File: src/rtl/string_led_sequencer.sv
`default_nettype none
// +----------------------------------------------------------------------------+
// | Module      : string_led_sequencer                                         |
// | Description : Reads a range of pixel bytes from SRAM port 1, repeats the   |
// |               range (w_count+1) times and serialises every byte MSB-first  |
// |               as a WS2812-style one-wire waveform, then holds a latch gap. |
// | Revision    : 1.0  initial release                                         |
// +----------------------------------------------------------------------------+
module string_led_sequencer #(
  parameter int ASIZE       = 32,
  parameter int PSIZE       = 32,
  parameter int LATCH_TICKS = 50
) (
  input  logic             clk,
  input  logic             rst_n,
  input  logic             controller_en,
  input  logic [PSIZE-1:0] prescaler,
  input  logic             polarity,
  input  logic [3:0]       w_count,
  input  logic [ASIZE-1:0] w_first,
  input  logic [ASIZE-1:0] w_last,
  input  logic             start,
  output logic             progress,
  output logic             cs_n,
  output logic [ASIZE-1:0] addr,
  input  logic [7:0]       rdata,
  output logic             led_out
);

  localparam int LW = (LATCH_TICKS > 1) ? $clog2(LATCH_TICKS) : 1;

  typedef enum logic [2:0] {
    S_IDLE   = 3'd0,
    S_FETCH0 = 3'd1,
    S_LOAD   = 3'd2,
    S_SHIFT  = 3'd3,
    S_LATCH  = 3'd4
  } state_t;

  state_t             state_q,     state_d;
  logic [PSIZE-1:0]   cnt_q,       cnt_d;
  logic [PSIZE-1:0]   presc_q,     presc_d;
  logic [ASIZE-1:0]   first_q,     first_d;
  logic [ASIZE-1:0]   last_q,      last_d;
  logic [3:0]         passes_q,    passes_d;
  logic [ASIZE-1:0]   addr_q,      addr_d;
  logic               cs_n_q,      cs_n_d;
  logic               progress_q,  progress_d;
  logic               level_q,     level_d;
  logic [7:0]         shreg_q,     shreg_d;
  logic [7:0]         pbuf_q,      pbuf_d;
  logic               have_next_q, have_next_d;
  logic [2:0]         bit_cnt_q,   bit_cnt_d;
  logic [1:0]         sub_q,       sub_d;
  logic [LW-1:0]      latch_cnt_q, latch_cnt_d;
  logic               first_rd_q,  first_rd_d;  // rdata holds the first byte
  logic               pf_rd_q,     pf_rd_d;     // rdata holds a prefetched byte

  logic               tick;
  logic               more;
  logic               fetch_next;
  logic [ASIZE-1:0]   nxt_addr;

  // Next-state logic: tick generator, fetch sequencing, bit serialiser
  always_comb begin
    state_d     = state_q;
    presc_d     = presc_q;
    first_d     = first_q;
    last_d      = last_q;
    passes_d    = passes_q;
    addr_d      = addr_q;
    cs_n_d      = 1'b1;
    progress_d  = progress_q;
    shreg_d     = shreg_q;
    pbuf_d      = pbuf_q;
    have_next_d = have_next_q;
    bit_cnt_d   = bit_cnt_q;
    sub_d       = sub_q;
    latch_cnt_d = latch_cnt_q;
    first_rd_d  = (state_q == S_FETCH0);
    pf_rd_d     = !cs_n_q && (state_q != S_FETCH0);
    fetch_next  = 1'b0;

    tick     = (state_q != S_IDLE) && (cnt_q == presc_q);
    cnt_d    = (state_q == S_IDLE || tick) ? '0 : cnt_q + PSIZE'(1);
    // Another byte exists if the range continues or a further pass remains
    more     = (addr_q != last_q) || (passes_q != 4'd0);
    nxt_addr = (addr_q != last_q) ? addr_q + ASIZE'(1) : first_q;

    if (pf_rd_q) pbuf_d = rdata;

    case (state_q)
      S_IDLE: begin
        if (start && controller_en) begin
          state_d    = S_FETCH0;
          presc_d    = prescaler;
          first_d    = w_first;
          last_d     = w_last;
          passes_d   = w_count;
          addr_d     = w_first;
          cs_n_d     = 1'b0;
          progress_d = 1'b1;
          cnt_d      = '0;
        end
      end
      S_FETCH0: state_d = S_LOAD;
      S_LOAD: begin
        if (first_rd_q) begin
          shreg_d    = rdata;
          fetch_next = more;
        end
        // Wait for a tick so the first sub-tick has full length
        if (tick) begin
          state_d   = S_SHIFT;
          sub_d     = 2'd0;
          bit_cnt_d = 3'd7;
        end
      end
      S_SHIFT: begin
        if (tick) begin
          if (sub_q != 2'd2) begin
            sub_d = sub_q + 2'd1;
          end else begin
            sub_d = 2'd0;
            if (bit_cnt_q != 3'd0) begin
              bit_cnt_d = bit_cnt_q - 3'd1;
              shreg_d   = {shreg_q[6:0], 1'b0};
            end else if (have_next_q) begin
              shreg_d     = pbuf_q;
              bit_cnt_d   = 3'd7;
              have_next_d = 1'b0;
              fetch_next  = more;
            end else begin
              state_d     = S_LATCH;
              latch_cnt_d = '0;
            end
          end
        end
      end
      S_LATCH: begin
        if (tick) begin
          if (latch_cnt_q == LW'(LATCH_TICKS - 1)) begin
            state_d    = S_IDLE;
            progress_d = 1'b0;
          end else begin
            latch_cnt_d = latch_cnt_q + LW'(1);
          end
        end
      end
      default: state_d = S_IDLE;
    endcase

    if (fetch_next) begin
      cs_n_d      = 1'b0;
      addr_d      = nxt_addr;
      have_next_d = 1'b1;
      if (addr_q == last_q) passes_d = passes_q - 4'd1;
    end

    // Losing the enable aborts immediately, without a latch gap
    if (state_q != S_IDLE && !controller_en) begin
      state_d     = S_IDLE;
      progress_d  = 1'b0;
      cs_n_d      = 1'b1;
      have_next_d = 1'b0;
      cnt_d       = '0;
    end

    level_d = (state_d == S_SHIFT) &&
              ((sub_d == 2'd0) || ((sub_d == 2'd1) && shreg_d[7]));
  end

  // State and output registers
  always_ff @(posedge clk or negedge rst_n) begin
    if (!rst_n) begin
      state_q     <= S_IDLE;
      cnt_q       <= '0;
      presc_q     <= '0;
      first_q     <= '0;
      last_q      <= '0;
      passes_q    <= '0;
      addr_q      <= '0;
      cs_n_q      <= 1'b1;
      progress_q  <= 1'b0;
      level_q     <= 1'b0;
      shreg_q     <= '0;
      pbuf_q      <= '0;
      have_next_q <= 1'b0;
      bit_cnt_q   <= '0;
      sub_q       <= '0;
      latch_cnt_q <= '0;
      first_rd_q  <= 1'b0;
      pf_rd_q     <= 1'b0;
    end else begin
      state_q     <= state_d;
      cnt_q       <= cnt_d;
      presc_q     <= presc_d;
      first_q     <= first_d;
      last_q      <= last_d;
      passes_q    <= passes_d;
      addr_q      <= addr_d;
      cs_n_q      <= cs_n_d;
      progress_q  <= progress_d;
      level_q     <= level_d;
      shreg_q     <= shreg_d;
      pbuf_q      <= pbuf_d;
      have_next_q <= have_next_d;
      bit_cnt_q   <= bit_cnt_d;
      sub_q       <= sub_d;
      latch_cnt_q <= latch_cnt_d;
      first_rd_q  <= first_rd_d;
      pf_rd_q     <= pf_rd_d;
    end
  end

  assign progress = progress_q;
  assign cs_n     = cs_n_q;
  assign addr     = addr_q;
  assign led_out  = level_q ^ polarity;

endmodule
`default_nettype wire

File: config.mk
export PLATFORM = sky130hd
export DESIGN_NAME = string_led_sequencer
export DESIGN_NICKNAME = d
export VERILOG_FILES = /design/src/rtl/string_led_sequencer.sv
export SDC_FILE = /design/constraint.sdc
export NUM_CORES = 1
export LEC_CHECK = 0
export CORE_MARGIN = 2
export CORE_UTILIZATION = 50
export CTS_CLUSTER_DIAMETER = 30
export DETAILED_ROUTE_END_ITERATION = 12
export HOLD_SLACK_MARGIN = 0.08
export PLACE_DENSITY_LB_ADDON = 0.08
export SETUP_SLACK_MARGIN = 0.05
export SLEW_MARGIN = 20
export SYNTH_ARGS = -nofsm -noshare
export SYNTH_HDL_FRONTEND = slang
export SYNTH_SLANG_ARGS = --single-unit
File: constraint.sdc
create_clock -name clk -period 5.4 [get_ports clk]
set_input_delay 0.81 -clock clk [delete_from_list [all_inputs] [get_ports clk]]
set_output_delay 0.81 -clock clk [all_outputs]
set_load 0.05 [all_outputs]
Word level (Yosys, flattened, before mapping) --
Index checks and enable logic that the tools add are counted. Widths: inputs -> output; s select.
Storage, ports and cells: bits in registers 200, latch bits 0, memory bits (writable) 0, bits in read-only memories 0, output and inout port bits 35, memories kept 0
Cells by class: add/subtract/negate cells 6, $mul 0, div/mod/pow operators 0, magnitude comparators 0, equal/unequal tests 26, shift-type cells 0, mux-type cells 66, bitwise gates (word level) 1, reduce and logical (&&, ||, !) cells 30
Operators with widths (number):
- $mux 32 | 8
- $add 32x1->32 const B | 2
- $eq 32x32->1 | 2
- $mux 3 | 14
- $mux 8 | 5
- $mux 6 | 6
- $ne 32x32->1 | 1
- $mux 1 | 19
- $ne 2x2->1 const B | 9
- $mux 4 | 4
- $pmux 8 s2 | 1
- $pmux 3 s5 | 1
- $reduce_bool 3->1 | 5
- $pmux 6 s2 | 1
- $reduce_and 5->1 | 2
- $eq 3x2->1 const B | 3
- $ne 3x3->1 const B | 3
- $reduce_and 4->1 | 2
- $reduce_bool 2->1 | 4
- $reduce_and 7->1 | 1
- $add 6x1->6 const B | 1
- $eq 6x6->1 const B | 1
- $logic_and 1x1->1 | 6
- $mux 2 | 3
- other kinds (18) | 25

Longest topological paths before layout --
Gate-level depths: netlist of run 1.
depth in word-level cells 9, gate-level depth with buffers 11, mapped depth without buffers 9

Least setup slack after synthesis of run 1 --
Ideal clock, no wire load.
kind register to register, start reg addr_q[0], in the netlist addr[0], end reg addr_q[30], in the netlist addr[30], arrival 2.434 ns, required time 5.330 ns, slack 2.896 ns, stages on the path, launching flop included 9, path buffers 0, cell sequence dfrtp_1 > ha_1 > nand3_1 > nor4_2 > nand4_1 > nor3_1 > xnor2_1 > a211o_1 > nand3_1
On the way: longest elaborated chain between the ends 9, elaborated cells on any way between the ends 14, classes of those cells 1 x add/sub; 1 x eq/ne; 8 x mux; 4 x reduce/logical
RTL lines:
- start, declared | line 46 | logic [ASIZE-1:0] addr_q, addr_d;
- start signal, assigned | line 201 | addr_q <= addr_d;
- $ne 32x32->1 | line 87, 88
- $logic_or 1x1->1 | line 87 | more = (addr_q != last_q) || (passes_q != 4'd0);
- $mux 1 | line 128 | end else if (have_next_q) begin
- $mux 1 | line 125 | if (bit_cnt_q != 3'd0) begin
- $mux 1 | line 121 | if (sub_q != 2'd2) begin
- $mux 1 | line 120 | if (tick) begin
- $pmux 1 s2 | line 92 | case (state_q)
- $reduce_bool 2->1 (no line)
- $reduce_and 2->1 (no line)
Parallel ways exist; a longest one is shown, timed or not. A chain may end at the register's enable or synchronous reset.

Worst setup path after layout of run 1 --
start reg cnt_q[27], end reg addr_q[18], in the netlist addr[18]
On the way: longest elaborated chain between the ends 6, elaborated cells on any way between the ends 8, classes of those cells 1 x eq/ne; 3 x mux; 4 x reduce/logical
RTL lines:
- start, declared | line 41 | logic [PSIZE-1:0] cnt_q, cnt_d;
- start signal, assigned | line 196 | cnt_q <= cnt_d;
- $eq 32x32->1 (*) | line 84 | tick = (state_q != S_IDLE) && (cnt_q == presc_q);
- $logic_and 1x1->1 (*) | line 84
- $mux 1 (*) | line 120
- $pmux 1 s2 (*) | line 92
- $reduce_bool 2->1 (no line)
- $reduce_and 2->1 (no line)
Every way passes the cells marked *; elsewhere a longest branch is shown, timed or not.

==> flow_summary.yaml, run 1 <==
status:
  outcome: "finished clean"
cells_and_area:
  drive_gt1_share_pct: 5.61
  fin_cells: 1513
  nFillCells: 1696
  layout_commonest_cell: "nand2_1"
  nNetsFinal: 1356
  area_growth_pct: 22.4
  stdcell_area_sq_mm: 0.0123
  insertedDiodeCount: 0
  final_cell_mix: "nand2_1 (339), dfrtp_1 (199), clkdlybuf4s50_1 (146)"
global_route:
  grt_pass1_vias: 8231
  grt_overflow: 0
  grt_max_degree: 132
  antenna_found_initial: 0
  grt_pass1_wl_um: 42200
  grt_use_total_pct: 24.7
sta:
  setup_violations: 0
  slew-limit-headroom_pct: 35.1
  rsz0062_at_grt: "false"
  fmax_mhz: 295
  hold_viol_final: 0
  fin_setup_tns_ns: 0
  finClkSkew_ns: 0.0101
  final.min_clock_period_ns: 3.39
  maxSlewViolCount: 0
  holdWs_ns: 0.366
  tightest_slew_ns: 0.974
  post-route-period-util_pct: 62.7
worst_hold_path:
  hold_class: "in -> async"
worst_setup_path:
  cp-start-kind: "flip-flop"
  regToRegEndpoint: "addr[18]"
  crit_start: "cnt_q[27]"
  required_ns: 5.72
  critPathSlowestCell: "nor4_1"
  crit_chain: "xor2_1, nor4_1, nand4_2, nor3_4, o22ai_4, buf_4, and2_1, a221o_1"
  worstSetupPathType: "reg -> reg"
  end_kind: "flip-flop"
  arrival_ns: 3.71
  cp_max_fo: 59
  rr_worst_depth: 8
  worstReg2RegStart: "cnt_q[27]"
  ff2ff_setup_slack_ns: 2.01
  max_stage_delay_ns: 0.58
clocking:
  cts-root-buf: "clkbuf_16"
  numCtsBuffers: 17
  post_cts_buffers: 0
  clock_sinks: 200
  clk_latency_ns: 0.44
  htree_num_levels: 4
  ctsResizeCount: 0
  clockBufferDepth: 2
  clk_pin_slew_ns: 0.07
  cts_tree: "built"
  hold_buffers: 0
floorplanning:
  die_y_um: 146
  die_w_um: 146
  core_region_area_sq_mm: 0.0196
  row_count: 51
  dieArea_sq_mm: 0.0212
  start_util_pct: 51.3
  io-pin-count: 148
yosys:
  synth.avg_cell_area_sq_um: 9.01
  synth_cell_types: 60
  synth_fp_nets: 1236
  synth_cells: 1115
  syn_area_sq_mm: 0.0100
  synth_edf_count: 0
  yosysSeqAreaShare_pct: 49.8
  async_flop_share_pct: 100
  ys_warn_count: 0
  ys_ff_latch: 200
  synth-main-ff-cell: "dfrtp_1"
detailed_routing:
  wl_per_cell_um: 16.5
  routed_wl_um: 25000
  vias_per_cell: 5.35
  dr.pass1.iters: 4
  drt_iter0_markers: 558
  drc_errors: 0
  ant_nets: 0
  via_count: 8099
place:
  place_inst: 1481
  placed_area_sq_mm: 0.0117
  dp_hpwl_um: 17300
  portBuffers: 147
  place_congestion: 0.814
power:
  power_density_mw_per_mm2: 384
  p_leak_nw: 5.65
  ir_worst_vdd_uv: 184
run:
  drv_cap: 0
cells in the mapped netlist (2+ instances only):
cell type	n	area, sq um
a211o_1	5	43.8
a211oi_1	16	120
a21oi_1	8	40.0
a221o_1	13	130
a22o_1	8	70.1
a31oi_1	14	87.6
and2_1	4	25.0
and3_1	6	37.5
and4_1	5	43.8
buf_1	6	22.5
buf_2	9	45.0
buf_6	2	22.5
clkbuf_1	36	135
dfrtp_1	199	4980
ha_1	8	100
inv_1	27	101
mux2_2	8	90.1
mux2i_1	14	140
nand2_1	340	1280
nand2b_1	3	18.8
nand3_1	42	210
nand4_1	30	188
nor2_1	88	330
nor2_2	2	12.5
nor2b_1	3	18.8
nor3_1	15	75.1
nor4_1	11	68.8
nor4_2	3	37.5
o21a_1	2	15.0
o21ai_0	15	75.1
o21ai_1	11	55.1
o31ai_1	2	15.0
or2_1	2	12.5
or2_2	4	25.0
or3b_2	2	17.5
xnor2_1	57	499
xor2_1	72	631
power breakdown:
part           total [mW]  switching [mW]  internal, mW  leakage (nW)
clock                1.25           0.599         0.646         0.262
sequential           2.17           0.357          1.81          2.54
combinational        1.31           0.737         0.571          2.85
total                4.72            1.69          3.03          5.65
registers in the layout (all words and copies together), names as in the netlist:
signal	count
addr	32
cnt_q	32
first_q	32
last_q	32
presc_q	32
pbuf_q	8
shreg_q	8
latch_cnt_q	6
passes_q	4
bit_cnt_q	3
state_q	3
sub_q	2
cs_n	1
first_rd_q	1
have_next_q	1
level_q	1
pf_rd_q	1
progress	1
layer usage:
| layer | wire length, um | track usage, % |
|---|---|---|
| met5 | 0 | 0 |
| met1 | 11500 | 35.0 |
| met4 | 561 | 8.73 |
| met3 | 1250 | 3.95 |
| met2 | 11700 | 38.5 |
worst max-delay path by stage:
stage	endpoint	slack, ns	cells after the start
6_report	addr[18]	2.01	8
5_1_grt	addr[19]	1.87	8
4_1_cts	addr[18]	2.08	8
3_5_place_dp	addr[18]	2.14	8
3_3_place_gp	addr[10]	2.17	8
2_1_floorplan	addr[30]	2.90	8
cells by family after synthesis:
kind of cell	synth area share (%)
and+or+nand+nor	24.7
DFF	49.8
adders and majority gates	0.996
xor gates and xnor gates	11.2
muxes	2.29
AOI/OAI and AO/OA	7.63
buffers and inverters	3.30
worst max-delay path: cells and delay by family, from the launching register on:
family                    cells  cell delay, ns
and+or+nand+nor               4            1.87
AOI/OAI and AO/OA             2            0.44
DFF                           1            0.44
xor gates and xnor gates      1            0.17
buffers and inverters         1            0.33
layout make-up:
type                    instances  area (sq um)  share of cell area (%)
flip-flops and latches        200          5010                    40.7
multi-input cells             834          4740                    38.5
well taps                     265           332                    2.70
clock inverters                15           146                    1.19
inverters                      27           101                   0.824
clock buffers                  17           425                    3.46
repair buffers                155          1550                    12.6
through the flow:
stage,utilization [%],worst slack [ns],power [mW]
floorplan,-,2.90,2.99
global placement,59.8,2.17,3.48
detailed placement,59.8,2.14,3.50
CTS,62.8,2.08,4.76
global route,62.8,1.87,5.00
finish,62.8,2.01,4.72
No activity file was read; power rests on OpenSTA's default activity.
==> run 2, diff against run 1 <==
- clock period: 5.4 -> 3.1 ns (I/O delays scaled with it)
==> flow_summary.yaml, run 2 (same netlist as run 1, synthesis figures left out) <==
sta:
  final.min_clock_period_ns: 2.78
  rsz0062_at_grt: "false"
  maxSlewViolCount: 0
  fin_setup_tns_ns: 0
  setup_violations: 0
  post-route-period-util_pct: 89.6
  hold_viol_final: 0
  slew-limit-headroom_pct: 55.2
  fmax_mhz: 360
  tightest_slew_ns: 0.672
  finClkSkew_ns: 0.0135
clocking:
  clock_sinks: 200
  hold_buffers: 0
  post_cts_buffers: 0
  clk_latency_ns: 0.44
  clockBufferDepth: 2
  clk_pin_slew_ns: 0.07
  cts_tree: "built"
  htree_num_levels: 4
  cts-root-buf: "clkbuf_16"
  ctsResizeCount: 0
  numCtsBuffers: 17
global_route:
  grt_overflow: 0
  grt_pass1_wl_um: 41900
  grt_pass1_vias: 7969
  grt_use_total_pct: 24.7
  grt_max_degree: 79
  antenna_found_initial: 0
worst_setup_path:
  arrival_ns: 3.10
  cp_max_fo: 5
  worstSetupPathType: "reg -> reg"
  cp-start-kind: "flip-flop"
  required_ns: 3.42
  end_kind: "flip-flop"
detailed_routing:
  dr.pass1.iters: 5
  routed_wl_um: 25600
  wl_per_cell_um: 16.7
  via_count: 8122
  drc_errors: 0
  vias_per_cell: 5.30
  ant_nets: 0
  drt_iter0_markers: 477
cells_and_area:
  regArea_sq_mm: 0.00501
  nFillCells: 1727
  drive_gt1_share_pct: 6.86
  layout_commonest_cell: "nand2_1"
  insertedDiodeCount: 0
  multi_input_area_sq_mm: 0.00474
  nNetsFinal: 1376
  final_cell_mix: "nand2_1 (339), dfrtp_1 (199), clkdlybuf4s50_1 (146)"
  area_growth_pct: 24.4
power:
  p_leak_nw: 5.79
  power_density_mw_per_mm2: 666
  power_mw: 8.32
  ir_worst_vdd_uv: 371
place:
  place_congestion: 0.867
  portBuffers: 147
  dp_hpwl_um: 18600
run:
  drv_cap: 0
floorplanning:
  dieArea_sq_mm: 0.0212
  start_util_pct: 51.3
  die_w_um: 146
  row_count: 51
  core_region_area_sq_mm: 0.0196
  io-pin-count: 148
  die_y_um: 146
worst_hold_path:
  hold_class: "in -> async"
status:
  outcome: "finished clean"
run 2: metal layers:
metal  share of wire (%)  wire length (um)  track usage (%)
met1                  46             11600             34.5
met2                  46             11800             38.9
met3                 6.6              1690             6.18
met4                 1.7               446             6.32
met5                   0                 0                0
run 2: per-stage QoR:
stage          util (%)  setup WS (ns)  instances  hold slack (ns)  cell area (sq um)
2_1_floorplan         -          0.596       1115            0.169              10000
3_3_place_gp       60.9          0.435       1501            0.454              11900
3_5_place_dp       60.9          0.418       1501            0.464              11900
4_1_cts            63.8          0.361       1533           0.0909              12500
5_1_grt            63.8          0.296       1533            0.101              12500
6_report           63.8          0.324       1533           0.0741              12500
run 2: area by class of cell:
type | count | share of cell area (%)
Timing Repair Buffer | 175 | 14.0
Clock inverter | 10 | 0.851
Tap cell | 265 | 2.65
Clock buffer | 22 | 3.72
Multi-Input combinational cell | 834 | 37.9
Sequential cell | 200 | 40.1
Inverter | 27 | 0.811
run 2: power breakdown:
group / switching [mW] / total (mW) / internal, mW
clock: 1.01 / 2.18 / 1.17
combinational: 1.37 / 2.41 / 1.04
sequential: 0.568 / 3.73 / 3.16
total: 2.95 / 8.32 / 5.37
run 2: final timing paths:
| kind | from | endpoint | slack, ns | cells after the start |
|---|---|---|---|---|
| max reg2reg | cnt_q[27] | passes_q[0] | 0.32 | 7 |
| min reg2reg | shreg_q[0] | shreg_q[0] | 0.48 | 2 |
| min | rst_n | presc_q[20] | 0.07 | 1 |
| max | cnt_q[27] | passes_q[0] | 0.32 | 7 |
| min in group clk | shreg_q[0] | shreg_q[0] | 0.48 | 2 |
| max in group asynchronous | rst_n | cs_n | 2.27 | 2 |
run 2: worst max-delay path: stages, from the launching register on:
cell     delay [ns]
dfrtp_1        0.44
xor2_1         0.16
nor4_1         0.53
nand4_2        0.37
nor3_4         0.42
nor2_2         0.11
or3_4          0.42
a31o_1         0.22
==> run 3, diff against run 2 <==
- CAP_MARGIN: default -> 20
- CORE_MARGIN: 2 -> default
- clock period: 3.1 -> 2.35 ns (I/O delays scaled with it)
==> flow_summary.yaml, run 3 (same netlist as run 1, synthesis figures left out) <==
global_route:
  grt_pass1_wl_um: 42600
  grt_pass1_vias: 8250
  grt_use_total_pct: 27.1
  grt_max_degree: 70
  antenna_found_initial: 0
  grt_overflow: 0
cells_and_area:
  regArea_sq_mm: 0.00502
  area_growth_pct: 35.2
  nNetsFinal: 1459
  multi_input_area_sq_mm: 0.00500
  layout_commonest_cell: "nand2_1"
  insertedDiodeCount: 0
  fin_util_pct: 69.3
  drive_gt1_share_pct: 16.9
  final_cell_mix: "nand2_1 (332), dfrtp_1 (186), clkdlybuf4s50_1 (145)"
  fin_cells: 1615
  nFillCells: 1563
power:
  ir_worst_vdd_uv: 659
  power_mw: 11.3
  power_density_mw_per_mm2: 832
  p_leak_nw: 6.38
detailed_routing:
  vias_per_cell: 5.36
  routed_wl_um: 27400
  via_count: 8659
  drc_errors: 0
  wl_per_cell_um: 17.0
  dr.pass1.iters: 5
  ant_nets: 0
  drt_iter0_markers: 511
sta:
  maxSlewViolCount: 0
  fmax_mhz: 421
  rsz0062_at_grt: "true"
  setup_violations: 8
  finClkSkew_ns: 0.00837
  post-route-period-util_pct: 101
  final.min_clock_period_ns: 2.38
  slew-limit-headroom_pct: 57.6
  hold_viol_final: 0
  layout_setup_ws_ns: -0.0279
  tightest_slew_ns: 0.636
place:
  dp_hpwl_um: 19000
  portBuffers: 147
  place_inst: 1567
  place_congestion: 0.859
clocking:
  cts_tree: "built"
  clk_latency_ns: 0.43
  numCtsBuffers: 17
  htree_num_levels: 4
  clk_pin_slew_ns: 0.07
  cts-root-buf: "clkbuf_16"
  clock_sinks: 200
  clockBufferDepth: 2
floorplanning:
  start_util_pct: 51.3
  io-pin-count: 148
  dieArea_sq_mm: 0.0207
  die_w_um: 144
  core_region_area_sq_mm: 0.0196
  die_y_um: 144
  row_count: 51
worst_setup_path:
  worstSetupPathType: "reg -> reg"
  cp-start-kind: "flip-flop"
  cp_max_fo: 4
  arrival_ns: 2.70
  end_kind: "flip-flop"
  required_ns: 2.67
worst_hold_path:
  hold_class: "in -> reg"
status:
  outcome: "finished with violations"
  violations: "setup timing"
run:
  drv_cap: 0
-- run 3: changes by cell type in the layout (fill, tap and decap cells not counted), sizes merged --
cell	delta
buf	+77
clkbuf	+4
clkinv	+4
inv	-4
clkdlybuf4s50	-1
clkinvlp	+1
dlygate4sd3	+1
-- run 3: worst max-delay path, cell delays in order (launching register included) --
cell	delay, ns
dfrtp_1	0.40
xor2_1	0.18
nor4_2	0.32
nand4_1	0.21
buf_6	0.19
nor3_4	0.22
buf_4	0.16
nor2_2	0.05
or3_4	0.36
a31o_1	0.18
-- run 3: final timing paths --
| path | slack (ns) | to | depth (start not counted) | from |
|---|---|---|---|---|
| setup / recovery | -0.03 | passes_q[0] | 9 | presc_q[5] |
| hold / removal | 0.44 | presc_q[1] | 3 | prescaler[1] |
| setup reg to reg | -0.03 | passes_q[0] | 9 | presc_q[5] |
| hold reg to reg | 0.47 | bit_cnt_q[0] | 1 | bit_cnt_q[0] |
| max in group asynchronous | 1.16 | first_q[11] | 3 | rst_n |
| min in group asynchronous | 0.51 | presc_q[12] | 2 | rst_n |
-- run 3: area by class of cell --
cell class	instances	area share [%]
flip-flops and latches	200	37.0
multi-input cells	834	36.9
well taps	265	2.44
clock buffers	20	3.29
clock inverters	11	0.737
inverters	27	0.746
repair buffers	258	18.9
-- run 3: metal layers --
metal / GRT usage [%] / part of all wire [%] / wire [um]
met1: 38.6 / 47 / 12900
met2: 42.6 / 47 / 12800
met3: 4.63 / 4.7 / 1290
met4: 7.05 / 1.6 / 436
met5: 0 / 0 / 0
-- run 3: stage by stage --
step | worst slack (ns) | hold WS, ns | setup TNS [ns] | area, sq um
2_1_floorplan | 0.0464 | 0.0569 | 0 | 10100
3_3_place_gp | -0.0887 | 0.423 | -1.17 | 12500
3_5_place_dp | -0.140 | 0.422 | -2.91 | 12500
4_1_cts | 0.0489 | 0.435 | 0 | 13100
5_1_grt | -0.119 | 0.447 | -2.07 | 13600
6_report | -0.0279 | 0.442 | -0.111 | 13600
-- run 3: report_power, final --
part           internal (mW)  leakage [nW]  total [mW]  switching (mW)
sequential              4.19          2.52        4.83           0.643
clock                   1.48         0.266        2.77            1.28
combinational           1.64          3.59        3.70            2.06
-- run 3: repair_timing --
item / 4_1_cts / 5_1_grt
setup endpoints to repair: 49 / 84
endpoints found under the hold margin: 64 / 0
pin swaps: 11 / 13
resized for setup: 13 / 57
setup buffers: 5 / 4
hold buffers: 1 / 0
cloned: 0 / 7
